<file path="src/rtl/forth_pkg.sv">
// Shared encodings and the control-word layout for the Forth decoder pipe.
// No logic; constants, types and the NOP word only.
// Imported by the op table and the pipeline top.
package forth_pkg;

    // Primary opcodes (low 3 bits of the opcode byte)
    localparam logic [2:0] OP_BLK = 3'd0;
    localparam logic [2:0] OP_RIT = 3'd1;
    localparam logic [2:0] OP_GET = 3'd2;
    localparam logic [2:0] OP_YNK = 3'd3;
    localparam logic [2:0] OP_DBL = 3'd4;
    localparam logic [2:0] OP_MIN = 3'd5;
    localparam logic [2:0] OP_CAL = 3'd6;
    localparam logic [2:0] OP_WHT = 3'd7;

    // YNK sub-opcodes; 1nn addresses J shadow register nn
    localparam logic [2:0] YNK_POPJ = 3'b000;
    localparam logic [2:0] YNK_POPS = 3'b001;

    // A mux select
    localparam logic [1:0] ISEL_REGI = 2'b00;
    localparam logic [1:0] ISEL_REGJ = 2'b01;
    localparam logic [1:0] ISEL_REGS = 2'b10;

    // I register update
    localparam logic [1:0] IF_HOLD = 2'b00;
    localparam logic [1:0] IF_INC  = 2'b01;
    localparam logic [1:0] IF_LOAD = 2'b10;

    // J register update
    localparam logic [2:0] JF_HOLD = 3'b000;
    localparam logic [2:0] JF_INC  = 3'b001;
    localparam logic [2:0] JF_LOAD = 3'b010;

    // F register update
    localparam logic [1:0] FF_HOLD = 2'b00;
    localparam logic [1:0] FF_SET  = 2'b01;
    localparam logic [1:0] FF_PUSH = 2'b11;

    // S register update
    localparam logic [1:0] SF_HOLD = 2'b00;
    localparam logic [1:0] SF_INC  = 2'b01;
    localparam logic [1:0] SF_DEC  = 2'b10;
    localparam logic [1:0] SF_LOAD = 2'b11;

    // ALU function
    localparam logic [1:0] ALU_ADD = 2'b00;
    localparam logic [1:0] ALU_AND = 2'b01;
    localparam logic [1:0] ALU_NOP = 2'b10;
    localparam logic [1:0] ALU_SUB = 2'b11;

    typedef struct packed {
        logic [1:0] a_sel;
        logic       b_sel;
        logic       c_sel;
        logic       d_sel;
        logic       d_f;
        logic [1:0] f_f;
        logic [1:0] i_f;
        logic [2:0] j_f;
        logic [1:0] s_f;
        logic       h_f;
        logic       t_f;
        logic [1:0] alu_f;
    } ctrl_word_t;

    localparam ctrl_word_t CW_NOP = '{
        a_sel: ISEL_REGI, b_sel: 1'b0, c_sel: 1'b0, d_sel: 1'b0, d_f: 1'b0,
        f_f: FF_HOLD, i_f: IF_HOLD, j_f: JF_HOLD, s_f: SF_HOLD,
        h_f: 1'b0, t_f: 1'b0, alu_f: ALU_NOP
    };

    typedef enum logic [1:0] {
        ST_RUN   = 2'd0,
        ST_FLUSH = 2'd1,
        ST_TRAP  = 2'd2
    } dec_state_t;

endpackage

</file>
<file path="src/rtl/forth_decoder_pipe_if.sv">
// Opcode-in / control-word-out channel of the decoder pipe.
// Wires only, no latency.
// op_valid/op_ready and ctrl_valid/ctrl_ready are plain valid/ready pairs.
interface forth_decoder_pipe_if #(
    parameter int OP_W  = 3,
    parameter int XOP_W = 3,
    parameter int CNT_W = 16
);
    logic             op_valid;
    logic             op_ready;
    logic [OP_W-1:0]  opcode;
    logic [XOP_W-1:0] xop;
    logic             ctrl_valid;
    logic             ctrl_ready;
    logic [1:0]       A_Sel;
    logic             B_Sel, C_Sel, D_Sel, D_F, H_F, T_F;
    logic [1:0]       ALU_F, I_F, S_F, F_F;
    logic [2:0]       J_F;
    logic             trap;
    logic             trap_clr;
    logic [CNT_W-1:0] retired;

    modport master (
        output op_valid, opcode, xop, ctrl_ready, trap_clr,
        input  op_ready, ctrl_valid, A_Sel, B_Sel, C_Sel, D_Sel, D_F, H_F, T_F,
               ALU_F, I_F, S_F, F_F, J_F, trap, retired
    );

    modport slave (
        input  op_valid, opcode, xop, ctrl_ready, trap_clr,
        output op_ready, ctrl_valid, A_Sel, B_Sel, C_Sel, D_Sel, D_F, H_F, T_F,
               ALU_F, I_F, S_F, F_F, J_F, trap, retired
    );
endinterface

</file>
<file path="src/rtl/forth_op_table.sv">
// Opcode/xop decode table producing one control word plus illegal/taken-CAL flags.
// Purely combinational, zero latency.
// No handshake; the caller decides when the result is used.
module forth_op_table
    import forth_pkg::*;
#(
    parameter int OP_W     = 3,
    parameter int XOP_W    = 3,
    parameter int JREG_CNT = 4
) (
    input  logic [OP_W-1:0]  opcode,
    input  logic [XOP_W-1:0] xop,
    input  logic             reg_f,
    output ctrl_word_t       cw,
    output logic             illegal,
    output logic             taken_cal
);

    logic       op_hi;
    logic       xop_hi;
    logic [2:0] op3;
    logic [2:0] x3;

    // Anything above the low 3 bits must be zero for the op to be legal
    assign op_hi  = (opcode >> 3) != '0;
    assign xop_hi = (xop >> 3) != '0;
    assign op3    = opcode[2:0];
    assign x3     = xop[2:0];

    // Table lookup; fields not named for an op keep their NOP value
    always_comb begin
        cw        = CW_NOP;
        illegal   = op_hi;
        taken_cal = 1'b0;
        if (!op_hi) begin
            case (op3)
                OP_BLK: begin
                    cw.i_f = IF_INC; cw.t_f = 1'b1; cw.alu_f = ALU_ADD;
                end
                OP_RIT: begin
                    cw.a_sel = ISEL_REGJ; cw.d_f = 1'b1; cw.i_f = IF_INC; cw.j_f = JF_INC;
                end
                OP_GET: begin
                    cw.a_sel = ISEL_REGJ; cw.i_f = IF_INC; cw.j_f = JF_INC; cw.t_f = 1'b1;
                end
                OP_YNK: begin
                    if (xop_hi) begin
                        illegal = 1'b1;
                    end else if (x3 == YNK_POPJ) begin
                        cw.a_sel = ISEL_REGS; cw.i_f = IF_INC; cw.j_f = JF_LOAD; cw.t_f = 1'b1;
                    end else if (x3 == YNK_POPS) begin
                        cw.a_sel = ISEL_REGJ; cw.i_f = IF_INC; cw.s_f = SF_LOAD; cw.t_f = 1'b1;
                    end else if (x3[2] && (int'(x3[1:0]) < JREG_CNT)) begin
                        // Shadow J register nn is encoded straight into J_F
                        cw.a_sel = ISEL_REGS; cw.b_sel = 1'b1; cw.c_sel = 1'b1;
                        cw.f_f   = FF_SET;    cw.i_f   = IF_INC; cw.j_f  = {1'b1, x3[1:0]};
                        cw.s_f   = SF_INC;    cw.t_f   = 1'b1;
                    end else begin
                        illegal = 1'b1;
                    end
                end
                OP_DBL: begin
                    cw.a_sel = ISEL_REGS; cw.d_f = 1'b1; cw.i_f = IF_INC; cw.s_f = SF_DEC;
                end
                OP_MIN: begin
                    cw.a_sel = ISEL_REGS; cw.f_f = FF_SET; cw.i_f = IF_INC;
                    cw.s_f   = SF_INC;    cw.t_f = 1'b1;   cw.alu_f = ALU_SUB;
                end
                OP_CAL: begin
                    cw.j_f    = JF_LOAD; cw.f_f = FF_PUSH;
                    cw.i_f    = reg_f ? IF_LOAD : IF_INC;
                    taken_cal = reg_f;
                end
                default: begin
                    cw.i_f = IF_INC; cw.t_f = 1'b1; cw.alu_f = ALU_AND;
                end
            endcase
        end
        if (illegal) begin
            cw = CW_NOP;
        end
    end

endmodule

</file>
<file path="src/rtl/forth_decoder_pipe.sv">
// Forth opcode decoder: one registered control word per accepted op, with flush and sticky trap.
// Word appears one cycle after acceptance.
// Holds the word while ctrl_ready is low; op_ready drops during stall, trap or regP=0.
module forth_decoder_pipe
    import forth_pkg::*;
#(
    parameter int OP_W     = 3,
    parameter int XOP_W    = 3,
    parameter int JREG_CNT = 4,
    parameter int CNT_W    = 16
) (
    input  logic                 clk,
    input  logic                 rst_n,
    input  logic                 regP,
    input  logic                 regF,
    forth_decoder_pipe_if.slave  bus
);

    dec_state_t       state, state_nxt;
    ctrl_word_t       cw_q, tbl_cw;
    logic             ctrl_valid_q;
    logic [CNT_W-1:0] retired_q;
    logic             tbl_illegal, tbl_taken;
    logic             op_ready, accept, issue;

    forth_op_table #(.OP_W(OP_W), .XOP_W(XOP_W), .JREG_CNT(JREG_CNT)) u_table (
        .opcode    (bus.opcode),
        .xop       (bus.xop),
        .reg_f     (regF),
        .cw        (tbl_cw),
        .illegal   (tbl_illegal),
        .taken_cal (tbl_taken)
    );

    assign op_ready = regP && (state != ST_TRAP) && (!ctrl_valid_q || bus.ctrl_ready);
    assign accept   = bus.op_valid && op_ready;
    // The op following a taken CAL is swallowed, so it never issues
    assign issue    = accept && (state != ST_FLUSH);

    // State register
    always_ff @(posedge clk or negedge rst_n) begin
        if (!rst_n) state <= ST_RUN;
        else        state <= state_nxt;
    end

    // Next state: trap_clr beats a same-cycle illegal op; FLUSH ignores legality
    always_comb begin
        state_nxt = state;
        case (state)
            ST_RUN: begin
                if (accept) begin
                    if (tbl_illegal && !bus.trap_clr) state_nxt = ST_TRAP;
                    else if (tbl_taken)               state_nxt = ST_FLUSH;
                end
            end
            ST_FLUSH: if (accept)       state_nxt = ST_RUN;
            ST_TRAP:  if (bus.trap_clr) state_nxt = ST_RUN;
            default:                    state_nxt = ST_RUN;
        endcase
    end

    // Output register: load on issue, return to NOP once the word is consumed
    always_ff @(posedge clk or negedge rst_n) begin
        if (!rst_n) begin
            ctrl_valid_q <= 1'b0;
            cw_q         <= CW_NOP;
        end else if (issue) begin
            ctrl_valid_q <= 1'b1;
            cw_q         <= tbl_cw;
        end else if (bus.ctrl_ready) begin
            ctrl_valid_q <= 1'b0;
            cw_q         <= CW_NOP;
        end
    end

    // Retired count of consumed words, free-running wrap
    always_ff @(posedge clk or negedge rst_n) begin
        if (!rst_n)                              retired_q <= '0;
        else if (ctrl_valid_q && bus.ctrl_ready) retired_q <= retired_q + CNT_W'(1);
    end

    assign bus.op_ready   = op_ready;
    assign bus.ctrl_valid = ctrl_valid_q;
    assign bus.A_Sel      = cw_q.a_sel;
    assign bus.B_Sel      = cw_q.b_sel;
    assign bus.C_Sel      = cw_q.c_sel;
    assign bus.D_Sel      = cw_q.d_sel;
    assign bus.D_F        = cw_q.d_f;
    assign bus.F_F        = cw_q.f_f;
    assign bus.I_F        = cw_q.i_f;
    assign bus.J_F        = cw_q.j_f;
    assign bus.S_F        = cw_q.s_f;
    assign bus.H_F        = cw_q.h_f;
    assign bus.T_F        = cw_q.t_f;
    assign bus.ALU_F      = cw_q.alu_f;
    assign bus.trap       = (state == ST_TRAP);
    assign bus.retired    = retired_q;

endmodule

</file>
<file path="src/flat_wrapper.sv">
// flat-port wrapper written by rule: the top's interface ports become plain ports
module forth_decoder_pipe_flat import forth_pkg::*;
#(
    parameter int OP_W     = 3,
    parameter int XOP_W    = 3,
    parameter int JREG_CNT = 4,
    parameter int CNT_W    = 16
)
  (clk, rst_n, regP, regF, bus_op_valid, bus_opcode, bus_xop, bus_ctrl_ready, bus_trap_clr, bus_op_ready, bus_ctrl_valid, bus_A_Sel, bus_B_Sel, bus_C_Sel, bus_D_Sel, bus_D_F, bus_H_F, bus_T_F, bus_ALU_F, bus_I_F, bus_S_F, bus_F_F, bus_J_F, bus_trap, bus_retired);
  forth_decoder_pipe_if #(.OP_W(OP_W), .XOP_W(XOP_W), .CNT_W(CNT_W)) bus_i ();
  input  logic clk;
  input  logic rst_n;
  input  logic regP;
  input  logic regF;
  input wire logic [$bits(bus_i.op_valid)-1:0] bus_op_valid;
  input wire logic [$bits(bus_i.opcode)-1:0] bus_opcode;
  input wire logic [$bits(bus_i.xop)-1:0] bus_xop;
  input wire logic [$bits(bus_i.ctrl_ready)-1:0] bus_ctrl_ready;
  input wire logic [$bits(bus_i.trap_clr)-1:0] bus_trap_clr;
  output wire logic [$bits(bus_i.op_ready)-1:0] bus_op_ready;
  output wire logic [$bits(bus_i.ctrl_valid)-1:0] bus_ctrl_valid;
  output wire logic [$bits(bus_i.A_Sel)-1:0] bus_A_Sel;
  output wire logic [$bits(bus_i.B_Sel)-1:0] bus_B_Sel;
  output wire logic [$bits(bus_i.C_Sel)-1:0] bus_C_Sel;
  output wire logic [$bits(bus_i.D_Sel)-1:0] bus_D_Sel;
  output wire logic [$bits(bus_i.D_F)-1:0] bus_D_F;
  output wire logic [$bits(bus_i.H_F)-1:0] bus_H_F;
  output wire logic [$bits(bus_i.T_F)-1:0] bus_T_F;
  output wire logic [$bits(bus_i.ALU_F)-1:0] bus_ALU_F;
  output wire logic [$bits(bus_i.I_F)-1:0] bus_I_F;
  output wire logic [$bits(bus_i.S_F)-1:0] bus_S_F;
  output wire logic [$bits(bus_i.F_F)-1:0] bus_F_F;
  output wire logic [$bits(bus_i.J_F)-1:0] bus_J_F;
  output wire logic [$bits(bus_i.trap)-1:0] bus_trap;
  output wire logic [$bits(bus_i.retired)-1:0] bus_retired;
  assign bus_i.op_valid = bus_op_valid;
  assign bus_i.opcode = bus_opcode;
  assign bus_i.xop = bus_xop;
  assign bus_i.ctrl_ready = bus_ctrl_ready;
  assign bus_i.trap_clr = bus_trap_clr;
  assign bus_op_ready = bus_i.op_ready;
  assign bus_ctrl_valid = bus_i.ctrl_valid;
  assign bus_A_Sel = bus_i.A_Sel;
  assign bus_B_Sel = bus_i.B_Sel;
  assign bus_C_Sel = bus_i.C_Sel;
  assign bus_D_Sel = bus_i.D_Sel;
  assign bus_D_F = bus_i.D_F;
  assign bus_H_F = bus_i.H_F;
  assign bus_T_F = bus_i.T_F;
  assign bus_ALU_F = bus_i.ALU_F;
  assign bus_I_F = bus_i.I_F;
  assign bus_S_F = bus_i.S_F;
  assign bus_F_F = bus_i.F_F;
  assign bus_J_F = bus_i.J_F;
  assign bus_trap = bus_i.trap;
  assign bus_retired = bus_i.retired;
  forth_decoder_pipe #(.OP_W(OP_W), .XOP_W(XOP_W), .JREG_CNT(JREG_CNT), .CNT_W(CNT_W)) u_core (.clk(clk), .rst_n(rst_n), .regP(regP), .regF(regF), .bus(bus_i));
endmodule
</file>
<file path="config.mk">
export PLATFORM = sky130hd
export DESIGN_NAME = forth_decoder_pipe_flat
export DESIGN_NICKNAME = d
export VERILOG_FILES = /design/src/rtl/forth_pkg.sv /design/src/rtl/forth_decoder_pipe_if.sv /design/src/rtl/forth_op_table.sv /design/src/rtl/forth_decoder_pipe.sv /design/src/flat_wrapper.sv
export SDC_FILE = /design/constraint.sdc
export NUM_CORES = 1
export LEC_CHECK = 0
export BUFFER_PORTS_ARGS = -buffer_cell sky130_fd_sc_hd__buf_4
export CORE_ASPECT_RATIO = 0.75
export CORE_MARGIN = 1
export CORE_UTILIZATION = 30
export DETAILED_ROUTE_END_ITERATION = 16
export PLACE_DENSITY = 0.48
export REMOVE_ABC_BUFFERS = 1
export SLEW_MARGIN = 20
export SYNTH_ARGS = -nofsm -noshare
export SYNTH_HDL_FRONTEND = slang
export SYNTH_HIERARCHICAL = 1
export SYNTH_SLANG_ARGS = --single-unit
</file>
<file path="constraint.sdc">
create_clock -name clk -period 2 [get_ports clk]
set_input_delay 0.1 -clock clk [delete_from_list [all_inputs] [get_ports clk]]
set_output_delay 0.1 -clock clk [all_outputs]
set_load 0.02 [all_outputs]
</file>
Word level (Yosys, flattened, before mapping)
Cells that the tools add are included.

Bits in registers: 38. Input bits: 13. Output and inout bits: 38. Word-level logic and storage cells: 92.

Add/sub/neg operators: 1. Equality and inequality tests: 15. Muxes and demuxes: 42. Reduce and logical (&&, ||, !) cells: 19.

Operators by type and width (number): 2-to-1 mux 19 bit (3); one-hot mux 2 bit (3 select lines) (5); 2-to-1 mux 2 bit (14); adder 16 x 1 -> 16 bit (second input constant) (1); 2-to-1 mux 1 bit (13); == test 3 bit (second input constant) (3); one-hot mux 3 bit (3 select lines) (1); 2-to-1 mux 8 bit (1); == test 3 x 1 -> 1 bit (second input constant) (2); == test 3 x 2 -> 1 bit (second input constant) (2); logical AND 1 bit (6); zero test 3 bit (2); inequality test 2 x 1 -> 1 bit (second input constant) (3); OR reduction 2 bit (3); 2-to-1 mux 5 bit (1); OR reduction 5 bit (1); 2-to-1 mux 4 bit (1); inequality test 2 bit (second input constant) (2); one-hot mux 2 bit (2 select lines) (1); AND reduction 4 bit (1); 2-to-1 mux 3 bit (1); inequality test 3 x 1 -> 1 bit (second input constant) (1); OR reduction 3 bit (1); == test 2 x 1 -> 1 bit (second input constant) (1); 6 further kinds (7).

Logic depth before layout (Yosys ltp)
Depth after elaboration: 8. Mapped depth: 6. Gate-level depth less buffers: 5.

Modules after synthesis
Netlist, hierarchy kept.

By module, submodules not included: forth_decoder_pipe (instances 1, cells each 156, area each 1645.3 µm², seq. area each 952.2 µm²); forth_op_table (instances 1, cells each 46, area each 341.6 µm², seq. area each 0.0 µm²).

Worst setup path before layout
Ideal clock, no wire load.

Path kind: register to register. Start point: register u_core.retired_q[0] (netlist: u_core/bus.retired[0]). End point: register u_core.retired_q[8] (netlist: u_core/bus.retired[8]). Setup time: 129 ps. Arrival time: 1303 ps. Data required time: 1871 ps. Slack: 567 ps. Stages on the path, launching flop included: 6. Path buffers: 0. Period minus slack after synthesis: 1433 ps. Path through: dfrtp_1 ha_1 nand3_1 nor2_1 nand4_1 xnor2_1.

Longest elaborated chain between the ends: 1.

RTL lines: from (decl) (line forth_decoder_pipe.sv:22) `logic [CNT_W-1:0] retired_q;`; from (signal assigned) (line forth_decoder_pipe.sv:79) `else if (ctrl_valid_q && bus.ctrl_ready) retired_q <= retired_q + CNT_W'(1);`; adder 16 x 1 -> 16 bit (line forth_decoder_pipe.sv:79).

Every way passes these cells. A chain may end at the register's enable or synchronous reset.

Worst setup path after layout
Start point: register u_core.retired_q[1] (netlist: u_core/bus.retired[1]). End point: register u_core.retired_q[8] (netlist: u_core/bus.retired[8]).

The elaborated chain is that of the path after synthesis.

==> metrics.txt <==
Clk Latency, worst-skew pair 0.28 ns; post-CTS resize count 0; Core Box Area 6350 µm²; Seq cells post-synth 38; CP required 2.17 ns; P&R area growth vs syn 24.87%; total track usage between 10% and 20%; post-synthesis sequential area ratio between 40% and 50%; DR DRC count 0; total I/O pin count 51; dominant cells by area after synthesis dfrtp_1 47%, nand2_1 8.9%, xnor2_1 5.7%; antenna viol nets, final 0; Fillers 656; Total Power about 2 mW; Crit. End Element register; R2R setup slack 0.54 ns; highest clock rate 686.2 MHz; Die Width roughly 96 µm; hold path startpoint bus_ctrl_ready; crit-path max FO 5; area of placed instances 2351 µm²; Final Hold Fails 0; initial antenna violation count 0; FF+latch area 952.2 µm²; Diodes inserted 0; Final Setup Violations 0; multi-input logic area 910.9 µm²; count of cell types in the netlist 49; CTS Hold Buffers Added 2; leakage power 1.185 nW; Die Y-Extent between 70 and 80 µm; Initial DRT Pass Iterations 4; GR Overflow Total 0; RSZ-0062 raised after global routing false; CTS Root Buffer Type clkbuf_8; clk buf depth 2; worst-margin pin slew 0.5394 ns; FP Rows 25; TNS Setup 0 ns; layout cells sized above 1 29.88%; Final Non-Filler Cells 332; Worst EP arrival 1.62 ns; post-route cell area 2481 µm²; Slew HR between 60% and 70%; CTS Buf Count 5; Post-synth ARST share 100.0%; number of synthesized flops with an enable pin 0; Synth top area share between 40% and 50%; reg2reg path depth 5; drt wl/cell 12.37 µm; die area just under 7000 µm²; via/cell ratio 4.488; CTS tree built; YS warnings 6; Final Max Tran Viols 0; minimum clock period 1.457 ns; VDD IR max ~0.35 mV; Worst Hold Depth 3; post-CTS setup buffers 0; Iter 0 DRT Violations 63; CP startpoint kind register; status completed; DP HPWL 2850 µm; Synth area leader dfrtp_1; Critical path origin u_core/bus.retired[1]$_DFFE_PN0P_; vias in the first global route ~1.3k; Worst Hold Class in -> reg; Synth Flop Type dfrtp_1; Post-Route WL between 4000 and 5000 µm; PwrDens 787.1 nW/µm²; maxcap violations 0; clk slew on worst S/H paths 0.07 ns; reg2reg start u_core/bus.retired[1]$_DFFE_PN0P_; largest net degree at the start of global routing 39; Synth Cell Area 1987 µm²; Fin Clk Skew 0.007751 ns; syn_area_per_cell 9.836 µm²; Tcrit/Tclk final 72.87%; CTS HTree Levels 2; clk sink count 38; Initial Util a little under a third; cell count after synthesis 202; first-pass GRT wire length 6651 µm; Setup CP Type reg -> reg; NumNets Final roughly 270; gpl congestion roughly 0.7; IO buf count 50; cell count after placement 322; Hold EP u_core/bus.ALU_F[1]$_DFFE_PN1P_; worst r2r dst u_core/bus.retired[8]$_DFFE_PN0P_; via count 1,490
## through the flow
step	util, %	hold WS [ns]	setup WS [ns]
global placement	37.02	0.1106	0.5839
detailed placement	37.02	0.1094	0.5415
global route	39.07	0.1333	0.4090
finish	39.07	0.1209	0.5427
CTS	39.07	0.1103	0.5317
floorplan	-	-0.1956	0.5672
## Yosys cell counts (2+ instances only)
cell type	instances
nor2b_1	3
buf_6	2
and4b_2	2
a31oi_1	2
buf_4	4
and3_1	3
o21ai_0	18
nand3_1	6
xnor2_1	13
ha_1	2
nand4_1	3
nand2_1	47
inv_1	2
nor2_1	8
xor2_1	6
o21bai_1	2
clkbuf_2	2
o21ai_2	2
nor3_1	4
dfrtp_1	37
and4_4	3
nand2b_1	2
buf_8	2
a21oi_1	2
## registers in the layout, indices dropped and copies added (netlist names)
signal	flops
u_core/bus.I_F	2
u_core/bus.T_F	1
u_core/state	2
u_core/bus.H_F	1
u_core/bus.B_Sel	1
u_core/bus.retired	16
u_core/bus.S_F	2
u_core/bus.ctrl_valid	1
u_core/bus.J_F	3
u_core/bus.ALU_F	2
u_core/bus.D_Sel	1
u_core/bus.C_Sel	1
u_core/bus.F_F	2
u_core/bus.A_Sel	2
u_core/bus.D_F	1
## layer usage
metal	track usage [%]	up-vias	share of wire [%]
met4	4.478	0	1.1
li1	-	776	-
met2	17.30	26	41
met3	3.459	5	3.7
met1	18.85	683	54
met5	0	-	0
## cell type report
type	count	area share [%]
inverters	3	0.4539
repair buffers	52	15.94
flip-flops and latches	38	38.38
clock buffers	8	4.438
well taps	81	4.085
multi-input cells	150	36.71
## worst max-delay path, stage by stage, from the launching register on
cell and delay [ns]:
dfrtp_1 0.42, ha_1 0.17, nand3_1 0.12, nor2_1 0.33, nand4_1 0.16, xnor2_1 0.15
## logic make-up after synthesis
group	Yosys count	synth area share, %
mux	2	1.071
other cells	1	0.1887
fa+ha+maj	2	1.259
flops	38	47.92
simple gates	94	24.94
compound gates	31	9.824
xor+xnor	19	8.375
buf+inv	15	6.423
## cell usage in the layout (no fill, tap or decap), types with 2 or more instances in the layout
cell | Yosys | routed
buf_4 | 4 | 50
nor3_1 | 4 | 4
inv_1 | 2 | 2
conb_1 | 1 | 2
ha_1 | 2 | 2
and3_1 | 3 | 3
nand2_1 | 47 | 47
and4b_2 | 2 | 2
clkbuf_8 | 0 | 8
and4_4 | 3 | 3
nand2b_1 | 2 | 2
o21bai_1 | 2 | 2
o21ai_2 | 2 | 2
nand3_1 | 6 | 6
dlygate4sd3_1 | 0 | 2
xor2_1 | 6 | 6
nand4_1 | 3 | 3
nor2_1 | 8 | 8
dfrtp_1 | 37 | 37
o21ai_0 | 18 | 18
a31oi_1 | 2 | 2
xnor2_1 | 13 | 13
a21oi_1 | 2 | 2
nor2b_1 | 3 | 3
## worst max path at each step
stage	endpoint	slack [ns]	cells past startpoint
2_1_floorplan	u_core/bus.retired[8]$_DFFE_PN0P_	0.57	5
3_3_place_gp	u_core/bus.retired[8]$_DFFE_PN0P_	0.58	5
3_5_place_dp	u_core/bus.retired[8]$_DFFE_PN0P_	0.54	5
4_1_cts	u_core/bus.retired[8]$_DFFE_PN0P_	0.53	5
5_1_grt	u_core/bus.retired[8]$_DFFE_PN0P_	0.41	5
6_report	u_core/bus.retired[8]$_DFFE_PN0P_	0.54	5
## power by group
part           total, mW  switching [mW]  internal [mW]
logic              0.429           0.241          0.189
clock network      0.605           0.257          0.348
registers          0.919          0.0788          0.840
(Power assumes the default switching activity.)
